### src/rtl/cpu_pkg.sv
// Shared types and constants for the RISC-V core pipeline: widths, MEM-stage FSM
// encoding and the EX/MEM control bundle with its bubble value.
package cpu_pkg;

  localparam int XLEN   = 32;
  localparam int REG_AW = 5;

  typedef enum logic {
    RUN  = 1'b0,
    WAIT = 1'b1
  } state_t;

  typedef struct packed {
    logic valid;
    logic reg_write;
    logic mem_read;
    logic mem_write;
    logic mem_to_reg;
  } ctrl_t;

  localparam ctrl_t CTRL_BUBBLE = '0;

  // A write to x0 is never reported, so forwarding from x0 cannot be selected.
  function automatic logic wr_qualify(input ctrl_t c, input logic [REG_AW-1:0] rd);
    return c.valid & c.reg_write & (rd != '0);
  endfunction

endpackage

### src/rtl/mem_wb_stage_if.sv
// Data-memory request/response handshake between the MEM stage (master) and
// the data memory (slave).
interface mem_wb_stage_if #(
  parameter int XLEN = cpu_pkg::XLEN
);

  logic            dmem_req;
  logic            dmem_we;
  logic [XLEN-1:0] dmem_addr;
  logic [XLEN-1:0] dmem_wdata;
  logic            dmem_ready;
  logic [XLEN-1:0] dmem_rdata;

  modport master (
    output dmem_req, dmem_we, dmem_addr, dmem_wdata,
    input  dmem_ready, dmem_rdata
  );

  modport slave (
    input  dmem_req, dmem_we, dmem_addr, dmem_wdata,
    output dmem_ready, dmem_rdata
  );

endinterface

### src/rtl/wb_mux.sv
// Write-back value select: load data when MemtoReg is set, otherwise the ALU
// result carried through the MEM stage.
module wb_mux #(
  parameter int XLEN = cpu_pkg::XLEN
) (
  input  logic            mem_to_reg,
  input  logic [XLEN-1:0] rdata,
  input  logic [XLEN-1:0] alu_result,
  output logic [XLEN-1:0] wb_data
);

  assign wb_data = mem_to_reg ? rdata : alu_result;

endmodule

### src/rtl/mem_wb_stage.sv
// EX/MEM and MEM/WB pipeline registers, data-memory handshake, stall generation
// and forwarding sources. Optional access timeout enabled by MEM_TIMEOUT_EN.
module mem_wb_stage #(
  parameter int XLEN = cpu_pkg::XLEN
`ifdef MEM_TIMEOUT_EN
  , parameter int TIMEOUT_CYCLES = 255
`endif
) (
  input  logic                       clk,
  input  logic                       reset,
  input  logic                       valid_ex,
  input  logic [XLEN-1:0]            ALUResult_ex,
  input  logic [XLEN-1:0]            MemWriteData_ex,
  input  logic [cpu_pkg::REG_AW-1:0] rdAddr_ex,
  input  logic                       RegWrite_ex,
  input  logic                       MemRead_ex,
  input  logic                       MemWrite_ex,
  input  logic                       MemtoReg_ex,
  mem_wb_stage_if.master             dmem,
  output logic                       stall_mem,
  output logic [XLEN-1:0]            ALUResult_mem,
  output logic [cpu_pkg::REG_AW-1:0] rdAddr_mem,
  output logic                       RegWrite_mem,
  output logic [XLEN-1:0]            RegWriteData_wb,
  output logic [cpu_pkg::REG_AW-1:0] rdAddr_wb,
  output logic                       RegWrite_wb
`ifdef MEM_TIMEOUT_EN
  , output logic                     dmem_timeout
`endif
);

  import cpu_pkg::*;

  ctrl_t           ctrl_ex;
  ctrl_t           ctrl_mem;
  logic [XLEN-1:0] wdata_mem;
  logic [XLEN-1:0] wb_value;
  logic            mem_op;
  logic            timeout_hit;
  logic            wb_load;
  state_t          state;

  // NOTE: every variable driven from always_comb gets a default first, so no path leaves it unassigned and no latch is inferred.
  always_comb begin
    ctrl_ex = CTRL_BUBBLE;
    if (valid_ex) begin
      ctrl_ex.valid      = 1'b1;
      ctrl_ex.reg_write  = RegWrite_ex;
      ctrl_ex.mem_read   = MemRead_ex;
      ctrl_ex.mem_write  = MemWrite_ex;
      ctrl_ex.mem_to_reg = MemtoReg_ex;
    end
  end

  // Read+write together falls out as a store because dmem_we follows MemWrite alone.
  assign mem_op           = ctrl_mem.valid & (ctrl_mem.mem_read | ctrl_mem.mem_write);
  assign dmem.dmem_req    = mem_op;
  assign dmem.dmem_we     = ctrl_mem.mem_write;
  assign dmem.dmem_addr   = ALUResult_mem;
  assign dmem.dmem_wdata  = wdata_mem;
  assign RegWrite_mem     = wr_qualify(ctrl_mem, rdAddr_mem);

`ifdef MEM_TIMEOUT_EN
  logic [7:0] wait_cnt;

  assign timeout_hit  = (state == WAIT) & ~dmem.dmem_ready
                      & (wait_cnt == 8'(TIMEOUT_CYCLES));
  assign dmem_timeout = timeout_hit;

  // Holds n during the n-th cycle spent in WAIT; zero whenever the FSM is in RUN.
  always_ff @(posedge clk or posedge reset) begin
    if (reset) begin
      wait_cnt <= '0;
    end else if (stall_mem) begin
      wait_cnt <= wait_cnt + 8'd1;
    end else begin
      wait_cnt <= '0;
    end
  end
`else
  logic state_unused;

  assign timeout_hit  = 1'b0;
  // Without the timeout the FSM state has no consumer inside this block.
  assign state_unused = (state == WAIT);
`endif

  assign stall_mem = mem_op & ~dmem.dmem_ready & ~timeout_hit;
  assign wb_load   = ~stall_mem & ~timeout_hit;

  always_ff @(posedge clk or posedge reset) begin
    if (reset) begin
      state <= RUN;
    end else begin
      case (state)
        RUN:     if (mem_op & ~dmem.dmem_ready) state <= WAIT;
        WAIT:    if (dmem.dmem_ready | timeout_hit) state <= RUN;
        default: state <= RUN;
      endcase
    end
  end

  // NOTE: sequential state is assigned with <= so every register samples pre-edge values regardless of block order.
  always_ff @(posedge clk or posedge reset) begin
    if (reset) begin
      ctrl_mem      <= CTRL_BUBBLE;
      ALUResult_mem <= '0;
      wdata_mem     <= '0;
      rdAddr_mem    <= '0;
    end else if (!stall_mem) begin
      ctrl_mem      <= ctrl_ex;
      ALUResult_mem <= ALUResult_ex;
      wdata_mem     <= MemWriteData_ex;
      rdAddr_mem    <= rdAddr_ex;
    end
  end

  wb_mux #(.XLEN(XLEN)) u_wb_mux (
    .mem_to_reg (ctrl_mem.mem_to_reg),
    .rdata      (dmem.dmem_rdata),
    .alu_result (ALUResult_mem),
    .wb_data    (wb_value)
  );

  // A stalled or abandoned access sends a bubble so the register file is never written twice.
  always_ff @(posedge clk or posedge reset) begin
    if (reset) begin
      RegWriteData_wb <= '0;
      rdAddr_wb       <= '0;
      RegWrite_wb     <= 1'b0;
    end else if (wb_load) begin
      RegWriteData_wb <= wb_value;
      rdAddr_wb       <= rdAddr_mem;
      RegWrite_wb     <= RegWrite_mem;
    end else begin
      RegWrite_wb     <= 1'b0;
    end
  end

endmodule

### src/flat_wrapper.sv
// flat-port wrapper written by rule: the top's interface ports become plain ports
module mem_wb_stage_flat import cpu_pkg::*;
#(
  parameter int XLEN = cpu_pkg::XLEN

)
  (clk, reset, valid_ex, ALUResult_ex, MemWriteData_ex, rdAddr_ex, RegWrite_ex, MemRead_ex, MemWrite_ex, MemtoReg_ex, stall_mem, ALUResult_mem, rdAddr_mem, RegWrite_mem, RegWriteData_wb, rdAddr_wb, RegWrite_wb, dmem_dmem_req, dmem_dmem_we, dmem_dmem_addr, dmem_dmem_wdata, dmem_dmem_ready, dmem_dmem_rdata);
  mem_wb_stage_if #(.XLEN(XLEN)) dmem_i ();
  input  logic clk;
  input  logic reset;
  input  logic valid_ex;
  input  logic [XLEN-1:0] ALUResult_ex;
  input  logic [XLEN-1:0] MemWriteData_ex;
  input  logic [cpu_pkg::REG_AW-1:0] rdAddr_ex;
  input  logic RegWrite_ex;
  input  logic MemRead_ex;
  input  logic MemWrite_ex;
  input  logic MemtoReg_ex;
  output logic stall_mem;
  output logic [XLEN-1:0] ALUResult_mem;
  output logic [cpu_pkg::REG_AW-1:0] rdAddr_mem;
  output logic RegWrite_mem;
  output logic [XLEN-1:0] RegWriteData_wb;
  output logic [cpu_pkg::REG_AW-1:0] rdAddr_wb;
  output logic RegWrite_wb;
  output wire logic [$bits(dmem_i.dmem_req)-1:0] dmem_dmem_req;
  output wire logic [$bits(dmem_i.dmem_we)-1:0] dmem_dmem_we;
  output wire logic [$bits(dmem_i.dmem_addr)-1:0] dmem_dmem_addr;
  output wire logic [$bits(dmem_i.dmem_wdata)-1:0] dmem_dmem_wdata;
  input wire logic [$bits(dmem_i.dmem_ready)-1:0] dmem_dmem_ready;
  input wire logic [$bits(dmem_i.dmem_rdata)-1:0] dmem_dmem_rdata;
  assign dmem_dmem_req = dmem_i.dmem_req;
  assign dmem_dmem_we = dmem_i.dmem_we;
  assign dmem_dmem_addr = dmem_i.dmem_addr;
  assign dmem_dmem_wdata = dmem_i.dmem_wdata;
  assign dmem_i.dmem_ready = dmem_dmem_ready;
  assign dmem_i.dmem_rdata = dmem_dmem_rdata;
  mem_wb_stage #(.XLEN(XLEN)) u_core (.clk(clk), .reset(reset), .valid_ex(valid_ex), .ALUResult_ex(ALUResult_ex), .MemWriteData_ex(MemWriteData_ex), .rdAddr_ex(rdAddr_ex), .RegWrite_ex(RegWrite_ex), .MemRead_ex(MemRead_ex), .MemWrite_ex(MemWrite_ex), .MemtoReg_ex(MemtoReg_ex), .dmem(dmem_i), .stall_mem(stall_mem), .ALUResult_mem(ALUResult_mem), .rdAddr_mem(rdAddr_mem), .RegWrite_mem(RegWrite_mem), .RegWriteData_wb(RegWriteData_wb), .rdAddr_wb(rdAddr_wb), .RegWrite_wb(RegWrite_wb));
endmodule
### config.mk
export PLATFORM = sky130hd
export DESIGN_NAME = mem_wb_stage_flat
export DESIGN_NICKNAME = d
export VERILOG_FILES = /design/src/rtl/cpu_pkg.sv /design/src/rtl/mem_wb_stage_if.sv /design/src/rtl/wb_mux.sv /design/src/rtl/mem_wb_stage.sv /design/src/flat_wrapper.sv
export SDC_FILE = /design/constraint.sdc
export NUM_CORES = 1
export LEC_CHECK = 0
export ABC_AREA = 1
export CAP_MARGIN = 20
export CORE_MARGIN = 8
export CORE_UTILIZATION = 37
export DETAILED_ROUTE_END_ITERATION = 8
export PLACE_DENSITY = 0.78
export SLEW_MARGIN = 20
export SYNTH_ARGS = -nofsm -noshare
export SYNTH_HDL_FRONTEND = slang
export SYNTH_SLANG_ARGS = --single-unit
### constraint.sdc
create_clock -name clk -period 3.3 [get_ports clk]
set_input_delay 0.33 -clock clk [delete_from_list [all_inputs] [get_ports clk]]
set_output_delay 0.33 -clock clk [all_outputs]
set_load 0.01 [all_outputs]
# == Word-level counts from Yosys, hierarchy flattened ==
# Index checks and enable logic that the tools add are counted.
# W data, S select, Z words.
# totals
ff_bits,112
out_inout_bits,143
# classes
n_mux,3
n_bitwise,6
n_reduce_logical,1
# ops
operator,count
$mux W32,1
$mux W5,1
$reduce_bool A5 Y1,1
$and A1 B1 Y1,4
$mux W1,1
$not A1 Y1,1
$or A1 B1 Y1,1

# == Depth between registers and ports, before layout ==
# depth
ltp_word,4
mapped_depth,7
ltp_nobuf,5

# == Hierarchy ==
# A second synthesis with hierarchy kept.
# unflattened
cells_unflattened,643
hier_area_um2,5266.3
# modules_own_cells
mod,instances,cells_per_inst,area_each_um2,seq_area_each_um2
mem_wb_stage,1,539,4774.6,2802.7
wb_mux,1,104,491.7,0.0

# == Least setup slack after synthesis ==
# Ideal clock, no wire load.
# synth_timing
path_kind,reg-to-output
startpoint,register u_core.ctrl_mem (netlist bit u_core.dmem.dmem_we)
endpoint,output stall_mem
arrival_ns,0.908
t_required_ns,2.970
setup_slack_ns,2.062
stages_incl_launch_ff,6
cell_sequence,dfrtp_1 > inv_1 > nand2_1 > nand3_1 > buf_4 > inv_1
# synth_between
elab_chain_cells,3
# synth_rtl
item,line_no,rtl
"start, declared",mem_wb_stage.sv:35,ctrl_t ctrl_mem;
"start signal, assigned",mem_wb_stage.sv:111,ctrl_mem <= ctrl_ex;
$or A1 B1 Y1,mem_wb_stage.sv:56,assign mem_op = ctrl_mem.valid & (ctrl_mem.mem_read | ctrl_mem.mem_write);
$and A1 B1 Y1,mem_wb_stage.sv:56,
$and A1 B1 Y1,mem_wb_stage.sv:88,assign stall_mem = mem_op & ~dmem.dmem_ready & ~timeout_hit;
"end, declared",flat_wrapper.sv:19,output logic stall_mem;
# Every way passes these cells.

# == Worst setup path in the final report ==
# layout_timing
startpoint,register u_core.ctrl_mem[4] (netlist bit)
endpoint,output dmem_dmem_req
# layout_between
elab_chain_cells,1
# layout_rtl
item,line_no,rtl
$and A1 B1 Y1,mem_wb_stage.sv:56,
"end, declared",flat_wrapper.sv:26,output wire logic [$bits(dmem_i.dmem_req)-1:0] dmem_dmem_req;
# Every way passes these cells.

==> flow_summary.yaml <==
cts:
  cts_buffers: 9
  post_cts_buffers: 0
  cts.sinks: 112
  cts_resized: 0
  worstSkewPairLatency_ns: 0.35
  clkTransAtPathRegs_ns: 0.08
  holdBufCountCts: 0
  root_buffer: "clkbuf_16"
  clk_path_buf_depth: 2
  tritoncts: "done"
  cts_max_level: 3
logic_synthesis:
  synth_edf_count: 0
  synthArstFlopShare_pct: 100
  synth.top_cells.by_count: "260 x nand2_1, 112 x dfrtp_1, 112 x nand3_1, 45 x inv_1, 43 x buf_4"
  synth_area_leaders: "dfrtp_1 54%, nand2_1 19%, nand3_1 11%"
  yosysTopAreaCell: "dfrtp_1"
  synth.distinct_cells: 13
  synth.ff_latch_count: 112
  synthFlopType: "dfrtp_1"
  syn-cell-area_um2: 5210
  synth_compound_area_share_pct: 3.08
  synth_top_family_by_area: "simple AND/OR/NAND/NOR gates"
  synthAdderAreaFrac_pct: 0
  synth_cells: 642
  syn_nets: 751
  seq_area_frac_synth_pct: 53.8
  synth_top_area_share_pct: 53.8
  synth_mux_area_share_pct: 0
  synth_xor_area_share_pct: 0
  syn_avg_cell_area_um2: 8.11
  yosysMostFrequentCell: "nand2_1"
  yosys_warnings: 0
  yosys.area_share.simple_pct: 29.9
die:
  start_util_pct: 37.7
  core_area_um2: 13800
  dieArea_um2: 18100
  rows: 43
  ioPinCount: 252
  fp.dieW_um: 135
  dieHeight_um: 135
critical_path:
  crit_slowest_cell: "clkdlybuf4s50_1"
  critPathLaunchType: "register"
  worstPathRequired_ns: 2.97
  path_max_fanout: 27
  worstPathCellList: "inv_2 > nor2_4 > clkdlybuf4s50_1"
  cp_data_arrival_time_ns: 2.00
  slowest_delay_ns: 0.66
  worstSetupEndpointType: "output pin"
  critical_path_class: "reg2out"
timing:
  slew_viol_final: 0
  finalSetupTns_ns: 0
  worst_slew_pin_slew_ns: 1.01
  final-hold-violation-count: 0
  fmax_ghz: 0.429
  period_minus_slack_ns: 2.33
  fin_crit_sh_pct: 70.7
  worst_slack_ns: 0.969
  slew_headroom_pct: 32.6
  fin_worst_skew_ns: 0.00493
  setup_viol: 0
  rsz0062_at_grt: "false"
grt:
  grt_pass1_wl_um: 26000
  met3_usage_pct: 4.20
  grt_use_met1_pct: 22.7
  antenna_found_initial: 0
  busiest_layer: "met2"
  gr-total-overflow: 0
  grt_start_max_net_pins: 69
  track_usage_pct: 18.1
  use_met2_pct: 29.4
  grt_pass1_vias: 4725
job:
  drv_cap: 0
layout:
  layout.nets: 946
  area_growth_pct: 50.7
  stdcell_count: 1022
  fillers: 1264
  fin_area_um2: 7850
  antennaDiodeCount: 0
  final_core_util_pct: 56.7
  drive_gt1_share_pct: 3.56
detailed_routing:
  wl_per_cell_um: 16.3
  drtAntennaViolNets: 0
  vias: 4766
  wl_um: 16700
  drcViolationCount: 0
  detailedRoute.firstIterationViolations: 377
  drtPass1Iterations: 5
  vias_per_cell: 4.66
placement:
  dp_slack_ns: 1.33
  dp.cells: 1006
  gp_congestion: 0.827
  dp_hpwl_um: 12100
  dpl_cell_area_um2: 7530
  io_buffers: 251
pwr:
  peakVddDrop_v: 0.000243
  p_per_area_nw_per_um2: 484
  total_leakage_power_uw: 0.00380
hold_path:
  hold_class: "in2async"
outcome:
  status: "finished, final reports clean"
cells in the final DEF, fill, tap and decap left out, drive strengths merged:
cell / Yosys / final
nand2: 260 / 260
clkdlybuf4s50: 0 / 251
nand3: 112 / 112
dfrtp: 112 / 112
inv: 46 / 46
o21ai: 32 / 32
clkbuf: 13 / 9
buf: 62 / 8
nor2: 5 / 5
clkinv: 0 / 4
bufinv: 0 / 2
clkinvlp: 0 / 1
cell type report:
cell class,count,area [um2],share of cell area [%]
flip-flops and latches,112,2800,35.7
repair buffers,259,2580,32.9
multi-input cells,409,1740,22.1
clock buffers,9,225,2.87
well taps,180,225,2.87
inverters,46,176,2.25
clock inverters,7,95.1,1.21
state kept, by name, indices dropped and copies added, names as in the netlist:
register                cells
u_core.rdAddr_mem           5
u_core.RegWriteData_wb     32
u_core.ctrl_mem             4
u_core.rdAddr_wb            5
u_core.RegWrite_wb          1
u_core.dmem.dmem_wdata     32
u_core.ALUResult_mem       32
u_core.dmem.dmem_we         1
power breakdown:
part           switching, uW  total (uW)  internal, uW
logic                    436         964           528
registers                132        1660          1520
clock network            514        1180           668
critical path, delay by kind of cell (launching register included):
kind / cells / cell delay [ns]
and+or+nand+nor: 1 / 0.50
DFF: 1 / 0.42
buffers and inverters: 2 / 0.72
through the flow:
stage / hold slack, ns / total power [uW]
6_report: 0.323 / 3800
2_1_floorplan: 0.428 / 2090
5_1_grt: 0.356 / 4000
3_5_place_dp: 0.485 / 2660
4_1_cts: 0.324 / 3840
3_3_place_gp: 0.481 / 2650
cell families (layout without fill, tap and decap cells):
group / count (synthesis) / after routing
and+or+nand+nor: 377 / 377
buffers and inverters: 121 / 321
DFF: 112 / 112
AOI/OAI and AO/OA: 32 / 32
final timing paths:
check / start / to / slack (ns) / cells past startpoint
setup / recovery: u_core.ctrl_mem[4]$_DFFE_PP0N_ / dmem_dmem_req / 0.97 / 3
hold / removal: reset / u_core.dmem.dmem_wdata[9]$_DFFE_PP0N_ / 0.32 / 2
setup reg to reg: u_core.ctrl_mem[4]$_DFFE_PP0N_ / u_core.ALUResult_mem[20]$_DFFE_PP0N_ / 1.46 / 5
hold reg to reg: u_core.rdAddr_wb[0]$_DFFE_PP0N_ / u_core.rdAddr_wb[0]$_DFFE_PP0N_ / 0.50 / 2
max in group asynchronous: reset / u_core.dmem.dmem_wdata[14]$_DFFE_PP0N_ / 2.26 / 3
min in group clk: u_core.rdAddr_wb[0]$_DFFE_PP0N_ / u_core.rdAddr_wb[0]$_DFFE_PP0N_ / 0.50 / 2
layer usage:
| layer | wire length (um) | part of all wire (%) |
|---|---|---|
| met5 | 0 | 0 |
| met4 | 382 | 2.3 |
| met3 | 1040 | 6.2 |
| met2 | 8040 | 48 |
| met1 | 7210 | 43 |
(Power assumes the default switching activity.)
